--- src/rtl/sprite_draw_scheduler.sv ---
// ---------------------------------------------------------------------------
// sprite_draw_scheduler
//
// Frame-level sequencer for the single VGA plot port. A frame_tick starts a
// frame. The frame first clears the playfield to BG_COLOUR one pixel per
// cycle in raster order. It then runs one shared ROM-backed sprite drawer over
// each valid sprite slot, in slot order.
//
// Ports
//   clk, reset      clock (posedge) and asynchronous active-low reset
//   frame_tick      1-cycle frame start request
//   sprite_valid    per-slot draw enable, sampled when the slot is loaded
//   sprite_x/_y     packed per-slot origins: x in [8i+7:8i], y in [7i+6:7i]
//   drawer_en       drawer enable; low for one or more cycles rewinds the drawer
//   drawer_xin/yin  latched origin of the slot currently being drawn
//   drawer_x/y      drawer's current pixel position (address phase)
//   drawer_colour   ROM colour, one cycle behind drawer_x/y
//   vga_*           pixel port to the VGA adapter (vga_plot = write strobe)
//   busy            high in every non-idle cycle of a frame, DONE included
//   frame_done      1-cycle pulse in the DONE cycle
//   frame_overrun   high in any cycle where frame_tick arrives while busy
//   dbg_state       current FSM state, for observation only
//
// Handshake: frame_tick is a fire-and-forget request. It is accepted only in
// IDLE. A tick in any other cycle is dropped, and frame_overrun flags that
// cycle. The vga_* signals form a one-way strobe: the pixel is valid exactly
// in the cycles where vga_plot is high, and there is no back-pressure.
// ---------------------------------------------------------------------------
module sprite_draw_scheduler #(
    parameter int         NUM_SPRITES = 4,
    parameter int         SPRITE_W    = 21,
    parameter int         SPRITE_H    = 30,
    parameter int         SCREEN_W    = 160,
    parameter int         SCREEN_H    = 120,
    parameter logic [2:0] BG_COLOUR   = 3'b000
) (
    input  logic                     clk,
    input  logic                     reset,
    input  logic                     frame_tick,
    input  logic [NUM_SPRITES-1:0]   sprite_valid,
    input  logic [8*NUM_SPRITES-1:0] sprite_x,
    input  logic [7*NUM_SPRITES-1:0] sprite_y,
    output logic                     drawer_en,
    output logic [7:0]               drawer_xin,
    output logic [6:0]               drawer_yin,
    input  logic [7:0]               drawer_x,
    input  logic [6:0]               drawer_y,
    input  logic [2:0]               drawer_colour,
    output logic [7:0]               vga_x,
    output logic [6:0]               vga_y,
    output logic [2:0]               vga_colour,
    output logic                     vga_plot,
    output logic                     busy,
    output logic                     frame_done,
    output logic                     frame_overrun,
    output logic [2:0]               dbg_state
);

    localparam int SLOT_W = (NUM_SPRITES > 1) ? $clog2(NUM_SPRITES) : 1;
    localparam int AREA   = SPRITE_W * SPRITE_H;
    localparam int CNT_W  = $clog2(AREA + 1);

    localparam logic [SLOT_W-1:0] SLOT_LAST = SLOT_W'(NUM_SPRITES - 1);
    localparam logic [CNT_W-1:0]  CNT_LAST  = CNT_W'(AREA);
    localparam logic [7:0]        X_LAST    = 8'(SCREEN_W - 1);
    localparam logic [6:0]        Y_LAST    = 7'(SCREEN_H - 1);
    localparam logic [8:0]        X_LIMIT   = 9'(SCREEN_W);
    localparam logic [7:0]        Y_LIMIT   = 8'(SCREEN_H);

    typedef enum logic [2:0] {
        S_IDLE  = 3'd0,
        S_CLEAR = 3'd1,
        S_LOAD  = 3'd2,
        S_DRAW  = 3'd3,
        S_GAP   = 3'd4,
        S_DONE  = 3'd5
    } state_t;

    state_t              state_q, state_d;
    logic [7:0]          cx_q, cx_d;
    logic [6:0]          cy_q, cy_d;
    logic [SLOT_W-1:0]   slot_q, slot_d;
    logic [CNT_W-1:0]    cnt_q, cnt_d;
    logic [7:0]          xin_q, xin_d;
    logic [6:0]          yin_q, yin_d;
    logic [7:0]          px_q, px_d;
    logic [6:0]          py_q, py_d;
    logic                busy_q, busy_d;
    logic                done_q, done_d;
    logic                en_q, en_d;

    // Unpacked views of the packed per-slot position buses.
    logic [7:0] slot_x [NUM_SPRITES];
    logic [6:0] slot_y [NUM_SPRITES];

    always_comb begin
        for (int i = 0; i < NUM_SPRITES; i++) begin
            slot_x[i] = sprite_x[8*i +: 8];
            slot_y[i] = sprite_y[7*i +: 7];
        end
    end

    // Next-state and datapath logic.
    always_comb begin
        state_d = state_q;
        cx_d    = cx_q;
        cy_d    = cy_q;
        slot_d  = slot_q;
        cnt_d   = cnt_q;
        xin_d   = xin_q;
        yin_d   = yin_q;

        // The drawer's position is delayed one stage so it lines up with
        // drawer_colour, which the ROM returns one cycle after the address.
        px_d    = drawer_x;
        py_d    = drawer_y;

        case (state_q)
            S_IDLE: begin
                if (frame_tick) begin
                    state_d = S_CLEAR;
                    cx_d    = 8'd0;
                    cy_d    = 7'd0;
                end
            end
            S_CLEAR: begin
                if (cx_q == X_LAST) begin
                    cx_d = 8'd0;
                    if (cy_q == Y_LAST) begin
                        state_d = S_LOAD;
                        slot_d  = '0;
                    end else begin
                        cy_d = cy_q + 7'd1;
                    end
                end else begin
                    cx_d = cx_q + 8'd1;
                end
            end
            S_LOAD: begin
                if (sprite_valid[slot_q]) begin
                    xin_d   = slot_x[slot_q];
                    yin_d   = slot_y[slot_q];
                    cnt_d   = '0;
                    state_d = S_DRAW;
                end else if (slot_q == SLOT_LAST) begin
                    state_d = S_DONE;
                end else begin
                    slot_d = slot_q + 1'b1;
                end
            end
            S_DRAW: begin
                // There are AREA+1 cycles in DRAW. Cycle 0 only primes the
                // ROM pipeline. Cycles 1..AREA carry one pixel per ROM address.
                if (cnt_q == CNT_LAST) begin
                    state_d = S_GAP;
                end else begin
                    cnt_d = cnt_q + 1'b1;
                end
            end
            S_GAP: begin
                // drawer_en is low here, so the drawer rewinds before the next sprite.
                if (slot_q == SLOT_LAST) begin
                    state_d = S_DONE;
                end else begin
                    slot_d  = slot_q + 1'b1;
                    state_d = S_LOAD;
                end
            end
            S_DONE: begin
                state_d = S_IDLE;
            end
            default: begin
                state_d = S_IDLE;
            end
        endcase

        busy_d = (state_d != S_IDLE);
        done_d = (state_d == S_DONE);
        en_d   = (state_d == S_DRAW);
    end

    always_ff @(posedge clk or negedge reset) begin
        if (!reset) begin
            state_q <= S_IDLE;
            cx_q    <= 8'd0;
            cy_q    <= 7'd0;
            slot_q  <= '0;
            cnt_q   <= '0;
            xin_q   <= 8'd0;
            yin_q   <= 7'd0;
            px_q    <= 8'd0;
            py_q    <= 7'd0;
            busy_q  <= 1'b0;
            done_q  <= 1'b0;
            en_q    <= 1'b0;
        end else begin
            state_q <= state_d;
            cx_q    <= cx_d;
            cy_q    <= cy_d;
            slot_q  <= slot_d;
            cnt_q   <= cnt_d;
            xin_q   <= xin_d;
            yin_q   <= yin_d;
            px_q    <= px_d;
            py_q    <= py_d;
            busy_q  <= busy_d;
            done_q  <= done_d;
            en_q    <= en_d;
        end
    end

    assign drawer_en     = en_q;
    assign drawer_xin    = xin_q;
    assign drawer_yin    = yin_q;
    assign busy          = busy_q;
    assign frame_done    = done_q;
    assign dbg_state     = state_q;

    // The overrun flag must be visible in the same cycle as the rejected tick,
    // so it is decoded directly from the input.
    assign frame_overrun = frame_tick & busy_q;

    // Pixel port multiplexer. Clipping uses the wrapped 8/7-bit coordinates,
    // so a sprite that runs past 255/127 reappears on the left/top edge.
    always_comb begin
        vga_x      = 8'd0;
        vga_y      = 7'd0;
        vga_colour = 3'd0;
        vga_plot   = 1'b0;
        case (state_q)
            S_CLEAR: begin
                vga_x      = cx_q;
                vga_y      = cy_q;
                vga_colour = BG_COLOUR;
                vga_plot   = 1'b1;
            end
            S_DRAW: begin
                vga_x      = px_q;
                vga_y      = py_q;
                vga_colour = drawer_colour;
                vga_plot   = (cnt_q != '0) && ({1'b0, px_q} < X_LIMIT)
                             && ({1'b0, py_q} < Y_LIMIT);
            end
            default: begin
                vga_plot = 1'b0;
            end
        endcase
    end

endmodule

--- config.mk ---
export PLATFORM = sky130hd
export DESIGN_NAME = sprite_draw_scheduler
export DESIGN_NICKNAME = d
export VERILOG_FILES = /design/src/rtl/sprite_draw_scheduler.sv
export SDC_FILE = /design/constraint.sdc
export NUM_CORES = 1
export LEC_CHECK = 0
export CORE_UTILIZATION = 28
export CTS_CLUSTER_DIAMETER = 150
export DETAILED_ROUTE_END_ITERATION = 6
export PLACE_DENSITY = 0.66
export RECOVER_POWER = 50
export SLEW_MARGIN = 30
export SYNTH_ARGS = -nofsm -noshare
export SYNTH_HDL_FRONTEND = slang
export SYNTH_SLANG_ARGS = --single-unit
--- constraint.sdc ---
create_clock -name clk -period 4.1 [get_ports clk]
set_input_delay 1.025 -clock clk [delete_from_list [all_inputs] [get_ports clk]]
set_output_delay 1.025 -clock clk [all_outputs]
set_load 0.005 [all_outputs]
After elaboration in Yosys (flattened, before gate mapping) --
Cells that the tools add are included.
Cells by class: reductions and logical operators 13, bitwise logic cells 2, $add $sub $neg 4, shift-type cells 0, div/mod/pow operators 0, magnitude comparators 4, $mul 0, equal/unequal tests 17, muxes and demuxes 35
Operators with widths (number):
- $mux W7 | 5
- $mux W8 | 4
- $pmux W8 S2 | 2
- $pmux W7 S2 | 2
- $mux W3 | 8
- $mux W10 | 2
- $pmux W10 S2 | 1
- $bmux W8 S2 | 1
- $pmux W3 S5 | 1
- $bmux W7 S2 | 1
- $ne A2 B2 Y1 const B | 7
- $add A10 B1 Y10 const B | 1
- $eq A10 B10 Y1 const B | 1
- $reduce_bool A10 Y1 | 1
- $eq A3 B2 Y1 const B | 3
- $add A8 B1 Y8 const B | 1
- $eq A8 B8 Y1 const B | 1
- $lt A8 B8 Y1 const B | 1
- $mux W2 | 4
- $reduce_and A4 Y1 | 2
- $add A7 B1 Y7 const B | 1
- $eq A7 B7 Y1 const B | 1
- $lt A7 B7 Y1 const B | 1
- $eq A3 B3 Y1 const B | 2
- other kinds (17) | 21
Word-level totals: register bits 63, RAM bits 0, output and inout bits 41, word-level logic and storage cells 87, latch bits 0, bits in read-only memories 0, memories 0

Logic depth before layout (Yosys ltp) --
depth after elaboration 5, mapped depth 7, gate-level depth less buffers 7

Worst setup path after synthesis --
Ideal clock, no wire load.
path kind register to output, start reg state_q[2] (netlist: dbg_state[2]), end out vga_x[0], arrival time 1483 ps, stages on the path, launching flop included 6, path slack 1592 ps, buffers on the path 3, cells stage by stage dfrtp_1 buf_1 and3b_1 clkbuf_1 clkbuf_1 a22o_1
On the way: longest elaborated chain between the ends 2, elaborated cells on any way between the ends 3, those cells by class 2 x eq/ne; 1 x mux
RTL lines:
- from (decl) | line 79 | state_t state_q, state_d;
- from (signal assigned) | line 197 | state_q <= state_d;
- $eq A3 B2 Y1 or $eq A3 B1 Y1 (tied branches) | line 230 | case (state_q)
- $pmux W8 S2 * | line 230
- to (decl) | line 49 | output logic [7:0] vga_x,
Every way passes the cells marked *; elsewhere a longest branch is shown, timed or not.

Worst setup path after layout --
start reg state_q[0] (netlist: dbg_state[0]), end out vga_y[3]
On the way: longest elaborated chain between the ends 2, elaborated cells on any way between the ends 3, those cells by class 2 x eq/ne; 1 x mux
RTL lines:
- $eq A3 B2 Y1 or $eq A3 B1 Y1 (tied branches) | line 230
- $pmux W7 S2 * | line 230
- to (decl) | line 50 | output logic [6:0] vga_y,
Marks and branches as above.

==> results_tabular.tex <==
\begin{tabular}{lr}
\hline
Metric & Value \\
\hline
\multicolumn{2}{l}{\textbf{Synth}} \\
Net count after synthesis & 375 \\
Top post-synthesis cells by area & dfrtp\_1 (47\%), mux4\_2 (10\%), mux2\_2 (5.4\%) \\
Top cell types by occurrence after synthesis & dfrtp\_1 (63), nor2\_1 (23), nand2\_1 (20) \\
Post-synth ARST share & 1.00 \\
Cell type with the highest aggregate area in the netlist & dfrtp\_1 \\
Yosys synthesis warning count & 0 \\
Number of synthesized flops with an enable pin & 0 \\
Average size of a mapped cell & 11.8 um\^{}2 \\
Fraction of synthesized cell area taken by the top area cell type & 0.472 \\
Cell with the most instances after synthesis & dfrtp\_1 \\
Cell area after technology mapping & 0.00334 mm\^{}2 \\
Most instantiated flip-flop cell in the synthesis netlist & dfrtp\_1 \\
Count of unique library cells instantiated by Yosys & 51 \\
Post-synthesis register bit count & 63 \\
Cell count after synthesis & 284 \\
Share of the yosys chip area belonging to registers & 0.472 \\
\multicolumn{2}{l}{\textbf{Route}} \\
DR vias/cell & 4.81 \\
Post-detailed-route count of antenna-violating nets & 0 \\
Number of design-rule violations left by the first detailed-router iteration & 120 \\
DRC viols & 8 \\
DRT Wirelength & 8430 um \\
TritonRoute pass-1 iters & 6 \\
Routed length per instance & 15.0 um \\
DR vias & 2695 \\
\multicolumn{2}{l}{\textbf{Worst setup path}} \\
Critical Path Fanout Max & 20 \\
R2R setup slack & 1.87 ns \\
CP startpoint kind & flip-flop \\
CP required & 3.07 ns \\
Signal arrival time at the worst endpoint & 2.38 ns \\
Crit path kind & reg -> out \\
Setup crit end kind & output pin \\
\multicolumn{2}{l}{\textbf{STA}} \\
Total setup violations reported at the end of the flow & 0 \\
Worst slew margin relative to its limit & -0.680 \\
Worst Hold Margin & 0.484 ns \\
Fmax & 294 MHz \\
Shortest period the worst path allows & 3.41 ns \\
Post-route setup TNS & 0 ns \\
Setup repair after global routing missed its margin & no \\
Maximum clock skew at final layout & 0.00414 ns \\
Slew at the pin with the worst max-slew slack & 2.52 ns \\
Slew Limit Fails & 47 \\
Endpoints failing hold & 0 \\
Final period utilization & 0.831 \\
\multicolumn{2}{l}{\textbf{Floorplanning}} \\
Cell Rows & 39 \\
Area of the die & 0.0124 mm\^{}2 \\
Starting Density & 0.290 \\
Die Y-Extent & 111 um \\
Boundary pin count & 126 \\
Core outline area & 0.0115 mm\^{}2 \\
Horizontal die dimension & 111 um \\
\multicolumn{2}{l}{\textbf{CTS}} \\
Number of CTS-inserted buffers & 9 \\
Total number of clock tree sinks & 63 \\
Total of cells resized after clock tree synthesis & 0 \\
H-tree lvl count & 3 \\
Post-CTS Setup Inserts & 0 \\
Worst-Skew Late Latency & 0.33 ns \\
Clk root buf & clkbuf\_16 \\
TritonCTS clock tree & yes \\
Maximum number of buffers from clock root to sink & 2 \\
Number of hold buffers added after cts & 0 \\
Clock transition at the registers of the reported paths & 0.05 ns \\
\multicolumn{2}{l}{\textbf{Place}} \\
Total of buffers placed on input and output ports & 125 \\
Post-detailed-placement cell area & 0.00473 mm\^{}2 \\
HPWL after DPL & 6260 um \\
Weighted congestion reported at the end of routability-driven placement & 0.781 \\
\multicolumn{2}{l}{\textbf{GRT}} \\
Total Routing Usage GR & 0.142 \\
Number of global-route vias before repair & 2865 \\
Sum of overflow across all layers after global routing & 0 \\
Initial antenna violation count & 0 \\
First-pass GRT wire length & 14000 um \\
Maximum number of pins on one net before global-route repair & 47 \\
\multicolumn{2}{l}{\textbf{Run}} \\
Max-cap check violation count & 1 \\
\multicolumn{2}{l}{\textbf{Layout}} \\
Register area & 0.00158 mm\^{}2 \\
Number of nets at the end of the flow & 503 \\
Post-route cell area & 0.00506 mm\^{}2 \\
Layout filler cell count & 1069 \\
Relative area change from synthesis to final layout & 51.6\% \\
Ant diodes & 0 \\
Area of the multi-input gates & 0.00166 mm\^{}2 \\
Proportion of layout cells with a drive suffix above 1 & 0.141 \\
\multicolumn{2}{l}{\textbf{Power and ir drop}} \\
Static power due to leakage & 2.12 nW \\
Worst vdd ir & 196 uV \\
Total power density per cell area & 499 mW/mm\^{}2 \\
\multicolumn{2}{l}{\textbf{Run status}} \\
Run status & complete, but fails checks \\
Violations in the final reports & DRC, capacitance limit, slew limit \\
\multicolumn{2}{l}{\textbf{Hold path}} \\
Worst hold-check path type & reg -> reg \\
\hline
\end{tabular}
flip-flops by register name, summed over array words and instances, names as in the netlist:
signal / count
busy: 1
cnt_q: 10
cx_q: 8
cy_q: 7
dbg_state: 3
drawer_en: 1
drawer_xin: 8
drawer_yin: 7
frame_done: 1
px_q: 8
py_q: 7
slot_q: 2
placed cells by master (no fill, tap or decap), drive strengths merged, types with 5 or more instances in the layout:
| cell type | synthesis | final |
|---|---|---|
| a21oi | 8 | 8 |
| a22o | 17 | 17 |
| and3 | 5 | 5 |
| buf | 12 | 5 |
| clkbuf | 2 | 15 |
| clkdlybuf4s50 | 0 | 107 |
| dfrtp | 63 | 63 |
| dlygate4sd3 | 0 | 17 |
| ha | 6 | 6 |
| inv | 5 | 5 |
| mux2 | 18 | 18 |
| mux4 | 15 | 15 |
| nand2 | 21 | 21 |
| nand2b | 6 | 6 |
| nand3 | 7 | 7 |
| nand4 | 7 | 7 |
| nor2 | 24 | 24 |
| nor3 | 6 | 6 |
| o21ai | 14 | 14 |
| xor2 | 9 | 9 |
critical path: stages (launching register included):
cell	delay (ns)
dfrtp_1	0.57
and3b_1	0.72
a22o_1	0.26
clkdlybuf4s50_1	0.51
worst paths after layout:
| path | end | depth (start not counted) | start |
|---|---|---|---|
| max reg2reg | cx_q[3] | 5 | dbg_state[2] |
| max in group asynchronous | drawer_xin[1] | 2 | reset |
| max | vga_y[3] | 3 | dbg_state[0] |
| min reg2reg | drawer_yin[5] | 1 | drawer_yin[5] |
| min in group asynchronous | px_q[1] | 1 | reset |
| min | drawer_yin[5] | 1 | drawer_yin[5] |
report_power, final:
group	switching [W]	leakage, nW	internal, W	total, W
registers	0.000149	0.779	0.000785	0.000933
logic	0.000261	1.18	0.000455	0.000715
clock network	0.000264	0.164	0.000611	0.000875
total	0.000674	2.12	0.00185	0.00252
cells by family (layout without fill, tap and decap cells):
kind of cell / Yosys count / in the layout / synth area share
fa+ha+maj: 6 / 6 / 0.0225
buf+inv: 19 / 152 / 0.0311
flops: 63 / 63 / 0.472
mux: 37 / 37 / 0.174
xor+xnor: 12 / 12 / 0.0315
simple gates: 100 / 100 / 0.174
compound gates: 47 / 47 / 0.0952
per-stage QoR:
stage	utilization	setup WS (ns)	power [W]	cells
detailed placement	0.411	0.942	0.00167	544
global placement	0.411	0.969	0.00165	544
floorplan	-	1.59	0.00125	284
global route	0.439	0.514	0.00267	560
finish	0.439	0.693	0.00252	560
CTS	0.440	0.615	0.00256	560
per-layer routing:
layer / part of all wire / vias to the layer above / wire length, um / track usage
met3: 0.056 / 6 / 468 / 0.0377
met2: 0.49 / 74 / 4140 / 0.236
met1: 0.44 / 1320 / 3750 / 0.180
met4: 0.0083 / 0 / 70 / 0.0423
li1: - / 1295 / - / -
met5: 0 / - / 0 / 0
area by class of cell:
type,instances,share of cell area
Sequential cell,63,0.312
Clock buffer,13,0.0495
Clock inverter,3,0.0178
Inverter,5,0.00371
Tap cell,143,0.0354
Timing Repair Buffer,131,0.254
Multi-Input combinational cell,202,0.328
(Power assumes the default switching activity.)
